[config.mk]
export PLATFORM = sky130hd
export DESIGN_NAME = fifo_rr_arbiter
export DESIGN_NICKNAME = d
export VERILOG_FILES = /design/src/rtl/fifo_rr_arbiter_pkg.sv /design/src/rtl/fifo_rr_arbiter_rr_priority.sv /design/src/rtl/fifo_rr_arbiter.sv
export SDC_FILE = /design/constraint.sdc
export NUM_CORES = 1
export LEC_CHECK = 0
export CORE_MARGIN = 8
export CORE_UTILIZATION = 33
export CTS_BUF_LIST = sky130_fd_sc_hd__clkbuf_8
export DETAILED_ROUTE_END_ITERATION = 12
export PLACE_DENSITY_LB_ADDON = 0.12
export SYNTH_ARGS = -nofsm -noshare
export SYNTH_HDL_FRONTEND = slang
export SYNTH_SLANG_ARGS = --single-unit
[constraint.sdc]
create_clock -name clk -period 1.95 [get_ports clk]
set_input_delay 0.4875 -clock clk [delete_from_list [all_inputs] [get_ports clk]]
set_output_delay 0.4875 -clock clk [all_outputs]
set_load 0.01 [all_outputs]
[src/rtl/fifo_rr_arbiter_pkg.sv]
// Shared arbitration types and the round-robin pick helper for FIFO-port schedulers.
// Purely declarative: no state, no latency, no flow control of its own.
package fifo_arb_pkg;

  typedef enum logic {
    IDLE  = 1'b0,
    BURST = 1'b1
  } arb_state_t;

  localparam int RR_MAX_N = 8;

  // First set bit of valid searching upward from last+1, modulo n (n <= RR_MAX_N).
  function automatic logic [2:0] rr_next(input logic [RR_MAX_N-1:0] valid,
                                         input logic [2:0]          last,
                                         input int                  n = RR_MAX_N);
    logic [2:0] pick;
    logic       found;
    int         idx;
    pick  = last;
    found = 1'b0;
    for (int k = 1; k <= RR_MAX_N; k++) begin
      idx = (int'(last) + k) % n;
      if (k <= n && !found && valid[idx[2:0]]) begin
        pick  = idx[2:0];
        found = 1'b1;
      end
    end
    return pick;
  endfunction

endpackage

[src/rtl/fifo_rr_arbiter_rr_priority.sv]
// Round-robin picker: rotate so last+1 is bit 0, priority-encode, rotate the index back.
// Combinational, zero latency; no flow control.
module rr_priority #(
  parameter int N = 4
) (
  input  logic [N-1:0]         valid,
  input  logic [$clog2(N)-1:0] last,
  output logic [$clog2(N)-1:0] pick,
  output logic                 any
);

  localparam int LW = $clog2(N);

  logic [N-1:0] w_rot;
  int           w_off;

  always_comb begin
    w_rot = '0;
    for (int j = 0; j < N; j++) begin
      w_rot[j] = valid[LW'((int'(last) + 1 + j) % N)];
    end
    w_off = 0;
    for (int j = N - 1; j >= 0; j--) begin
      if (w_rot[j]) w_off = j;
    end
  end

  assign pick = LW'((int'(last) + 1 + w_off) % N);
  assign any  = |valid;

endmodule

[src/rtl/fifo_rr_arbiter.sv]
// Round-robin arbiter sharing one FIFO write port among NREQ producers in bursts of BURST_LEN.
// Grant 1 cycle after request; 1 word/cycle in burst; fifo_full stalls the owner without losing the grant.
module fifo_rr_arbiter
  import fifo_arb_pkg::*;
#(
  parameter int NREQ       = 4,
  parameter int DATA_WIDTH = 8,
  parameter int BURST_LEN  = 4
) (
  input  logic                       clk,
  input  logic                       nrst,
  input  logic [NREQ-1:0]            req_valid,
  input  logic [NREQ*DATA_WIDTH-1:0] req_data,
  output logic [NREQ-1:0]            req_ready,
  output logic [DATA_WIDTH-1:0]      fifo_wdata,
  output logic                       fifo_write,
  input  logic                       fifo_full,
  output logic [$clog2(NREQ)-1:0]    grant_id,
  output logic                       busy
);

  localparam int GW = $clog2(NREQ);
  localparam int BW = $clog2(BURST_LEN + 1);

  arb_state_t      r_state, w_state_nxt;
  logic [GW-1:0]   r_grant, w_grant_nxt;
  logic [GW-1:0]   r_last,  w_last_nxt;
  logic [BW-1:0]   r_beat,  w_beat_nxt;

  logic [GW-1:0]   w_pick;
  logic            w_any;
  logic            w_own_vld;
  logic            w_xfer;
  logic            w_last_beat;

  rr_priority #(.N(NREQ)) u_rr (
    .valid (req_valid),
    .last  (r_last),
    .pick  (w_pick),
    .any   (w_any)
  );

  assign w_own_vld   = req_valid[r_grant];
  assign w_xfer      = (r_state == BURST) & w_own_vld & ~fifo_full;
  assign w_last_beat = (r_beat == BW'(BURST_LEN - 1));
  assign fifo_wdata  = req_data[r_grant*DATA_WIDTH +: DATA_WIDTH];
  assign grant_id    = r_grant;

  always_ff @(posedge clk or negedge nrst) begin
    if (!nrst) begin
      r_state <= IDLE;
      r_grant <= '0;
      r_last  <= GW'(NREQ - 1);
      r_beat  <= '0;
    end else begin
      r_state <= w_state_nxt;
      r_grant <= w_grant_nxt;
      r_last  <= w_last_nxt;
      r_beat  <= w_beat_nxt;
    end
  end

  always_comb begin
    w_state_nxt = r_state;
    w_grant_nxt = r_grant;
    w_last_nxt  = r_last;
    w_beat_nxt  = r_beat;
    busy        = 1'b0;
    req_ready   = '0;
    fifo_write  = 1'b0;
    case (r_state)
      IDLE: begin
        if (w_any) begin
          w_state_nxt = BURST;
          w_grant_nxt = w_pick;
          w_last_nxt  = w_pick;
          w_beat_nxt  = '0;
        end
      end
      BURST: begin
        busy               = 1'b1;
        req_ready[r_grant] = ~fifo_full;
        fifo_write         = w_xfer;
        if (w_xfer) w_beat_nxt = r_beat + 1'b1;
        // A full FIFO holds the grant: neither completion nor yield can fire while stalled.
        if ((w_xfer & w_last_beat) | (~w_own_vld & ~fifo_full)) begin
          w_state_nxt = IDLE;
        end
      end
      default: w_state_nxt = IDLE;
    endcase
  end

endmodule

==> results.txt <==
The count of buffers inserted at the top-level ports is 54, and the worst setup slack after placement is -0.694 ns. The run gives 951 as the via count of the first global-routing pass. After technology mapping, the gate count stands at 80. The nature of the critical path endpoint is a flop. The fraction of layout cells with a size suffix above 1 works out to 41.8%. The tools report the endpoint of the worst-slack reg-to-reg timing path as r_last[1]. Sequential cells were found to cover 24.0% of the synthesized design area.

Summing internal, switching and leakage power gives 2.18 mW. The count of distinct cell types in the synthesized netlist is 33, and the half-perimeter wire length after placement is 2.35 mm. The logs give 55 for the number of top-level pins and 8 for the number of clock sinks seen by CTS. The worst path arrival time is 2.23 ns. Met2 usage: 20.4%. After layout, the minimum clock period comes to 2.07 ns. The Yosys step of the flow raised 0 warnings. After synthesis, the share of flip-flops with an asynchronous set or reset is 100%. The die covers 0.00443 mm2. The normalized max-slew margin came out at 76.6%. The number of nets in the synthesized netlist is 122.

Tracing the worst setup path back leads to its startpoint at req_valid[3]. The first global-routing pass estimated 4.56 mm of wire. The number of DRC markers in iteration 0 is 45.

Setup repair after global routing could not meet its margin everywhere. STA classifies the critical path startpoint as an input pin. Total wire length after detailed routing: 3.05 mm. For the worst-skew pair, the clock arrives at the later sink with an insertion delay of 0.23 ns. Share of the synthesized area in the top cell type: 24.0%. The count of filler cells inserted in the layout came out at 217. Summing every instance area after synthesis gives 843 um2. In the final design database the tool counted 197 nets.

The setup slack of the critical path after layout was -0.120 ns; the leakage component of the power was 0.769 nW. The run gives 1 as the H-tree depth. The fraction of power spent switching nets was 35.6%; the share of the core filled with cells was 66.7%. The tools report the max-slew violation count as 0. met2 is the most crowded layer. The flow ran to the end, but the final reports show violations. TritonCTS built the clock tree. Entering global routing, the biggest net connects 15 pins. Across the VDD grid, the largest voltage drop is 0.840 mV. In this run the remaining antenna-violating nets after routing total 0. Buffers inserted during clock tree synthesis total 3. Between clock sinks in the finished design, the worst skew comes to 0.000706 ns. The length in cells of the worst reg-to-reg path is 10. At the end of routability-driven placement, the weighted congestion stood at 0.803.

The detail-routed net length per standard cell came out at 16.6 um. For this run, the total global-route usage over all layers was measured as 13.0%. The cell at the root of the clock tree was clkbuf_8. For this configuration, the core starts out at a cell density of 34.4%. The maximum fanout along the worst path works out to 3.

The library cell with the largest summed area after synthesis is mux4_2. After detailed routing, the number of vias per cell comes to 5.05. Number of enable flip-flop cells after synthesis: 0. The number of failing hold endpoints at the final stage is 0.

The clock transition time at the flip-flop clock pins of the worst setup and hold paths is 0.04 ns, and the number of detailed-route iterations in the first pass is 4. Dividing total power by cell area gives a power density of 1330 mW/mm2. In this run the power spent charging and discharging nets is 0.775 mW. The worst path uses 106% of the clock period. The checks that failed: negative setup slack. The internal reg-to-reg setup slack is -0.09 ns. The initial antenna violation count is 0. The area of the multi-input gates came out at 647 um2. The clock network power share was 9.3%; the horizontal extent of the die was 66.6 um. The internal power of the cells totals 1.40 mW. The tools report the antenna diode count as 0. The critical path in this run is classified as in2reg.

For the met3 usage in global routing, the log shows 4.19%. By area the synthesized netlist is led by mux4_2 24%, dfrtp_1 18%, dfstp_2 6.2%. Max-cap violations in this run came to 0.

The run gives 0.531 ns as the worst hold margin. Following the worst setup path forward leads to its endpoint at r_last[1]. The startpoint identified for the worst register-to-register timing path is r_last[1]. For the total setup violations reported at the end of the flow, the log shows 11.

The share of total power dissipated in combinational logic is 75.1%. The area added between synthesis and finish works out to 94.1%. For the pin with the worst max-slew slack, the measured transition is 0.351 ns.

The tools report the part of the total power dissipated in sequential elements as 15.6%. Counting along the longest clock path gives a buffer depth of 2. The vertical die dimension was 66.6 um. Count of unresolved DRC violations after routing: 0. In this run the worst hold path is classified as in2async.

The logs give 0.00245 mm2 for the floorplan core area and 18 for the row count. In the global route stage, met1 resource usage came out at 17.0%. A synthesized cell averages 10.5 um2. The residual overflow from global routing came out at 0. The post-synthesis register bit count came out at 8. The logs give 924 for the overall via count from detail_route and 0.483 GHz for the achievable frequency. For this run, the leading register cell type out of synthesis is dfrtp_1.

The sequential cells in the finished layout cover a total of 203 um2. STA puts the critical path data required time at 2.11 ns.
-- state kept, by name, summed over array words and instances (netlist names) --
name,cells
r_beat,3
grant_id,2
r_last,2
r_state,1
-- power by group through the flow --
stage | registers (mW) | clock network (mW) | logic, mW
3_3_place_gp | 0.341 | 0 | 1.45
6_report | 0.340 | 0.202 | 1.64
3_5_place_dp | 0.345 | 0 | 1.47
2_1_floorplan | 0.348 | 0 | 0.852
4_1_cts | 0.343 | 0.205 | 1.52
5_1_grt | 0.356 | 0.215 | 1.76
-- per-stage QoR --
step / cell area (um2) / setup TNS, ns / cells
2_1_floorplan: 865 / -0.107 / 80
3_3_place_gp: 1530 / -8.36 / 174
3_5_place_dp: 1530 / -8.85 / 174
4_1_cts: 1570 / -0.383 / 180
5_1_grt: 1640 / -1.16 / 183
6_report: 1640 / -0.515 / 183
-- timing repair --
item / CTS / global route
hold buffers: 0 / 0
endpoints found under the setup margin: 20 / 11
hold endpoints to repair: 0 / 0
gates cloned: 0 / 1
buffers inserted: 3 / 2
pin swaps: 8 / 10
resized for setup: 108 / 9
-- per-layer routing --
layer / up-vias / part of all wire [%]
met5: - / 0
met4: 0 / 0.23
met3: 3 / 11
met2: 50 / 45
met1: 420 / 44
li1: 451 / -
-- worst max-delay path, stage by stage --
cell and delay (ns):
clkdlybuf4s15_1 0.20, nor2b_1 0.16, a21oi_2 0.12, nor2_1 0.06, a21oi_1 0.15, a21oi_2 0.08
ha_2 0.20, xnor2_2 0.14, or3_1 0.31, mux2i_1 0.18, xnor2_1 0.13
-- Yosys cell counts, types with 2 or more instances --
library cell / number
dfstp_2: 2
inv_1: 4
dfrtp_1: 6
nor3b_1: 2
nor2b_1: 5
a21oi_1: 5
xnor2_1: 5
nand2_1: 4
nand2b_1: 3
mux4_2: 9
o21ai_0: 2
ha_1: 3
a22o_1: 3
nor2_1: 5
or3_1: 2
nor4_1: 2
mux2i_1: 2
-- cells in the final DEF (no fill, tap or decap), types with 2 or more instances in the layout --
cell type / instances
a21oi_1: 2
a21oi_2: 3
a22o_1: 3
buf_2: 4
buf_4: 15
buf_6: 13
clkbuf_8: 3
clkdlybuf4s15_1: 2
clkdlybuf4s50_1: 4
dfrtp_1: 6
dfstp_2: 2
dlygate4sd2_1: 34
ha_1: 2
inv_1: 4
mux2i_1: 2
mux4_2: 9
nand2_1: 4
nand2b_4: 2
nor2_1: 5
nor2b_1: 3
nor4_1: 2
o21ai_0: 2
or3_1: 2
xnor2_1: 4
-- area by class of cell --
class / instances / share of cell area, %
Timing Repair Buffer: 75 / 42.4
Tap cell: 30 / 2.29
Clock buffer: 3 / 2.52
Inverter: 4 / 0.917
Sequential cell: 8 / 12.4
Multi-Input combinational cell: 63 / 39.5
-- logic make-up (layout without fill, tap and decap cells) --
| kind of cell | after synthesis | in the layout | synth area share, % |
|---|---|---|---|
| adders and majority gates | 3 | 3 | 4.45 |
| muxes | 14 | 14 | 30.9 |
| buffers and inverters | 9 | 82 | 5.64 |
| AOI/OAI and AO/OA | 14 | 14 | 11.6 |
| xor gates and xnor gates | 5 | 5 | 5.19 |
| DFF | 8 | 8 | 24.0 |
| and+or+nand+nor | 27 | 27 | 18.2 |
-- how the worst min path moves through the flow --
stage                   to      start  slack, ns  cells past startpoint
6_report         r_beat[0]       nrst       0.53                      1
5_1_grt          r_beat[2]       nrst       0.57                      1
4_1_cts          r_beat[0]       nrst       0.54                      1
3_5_place_dp     r_beat[1]  r_beat[1]       0.53                      1
3_3_place_gp     r_beat[1]  r_beat[1]       0.52                      1
2_1_floorplan  grant_id[0]       nrst       0.19                      0
Power figures use the tool's default switching activity.
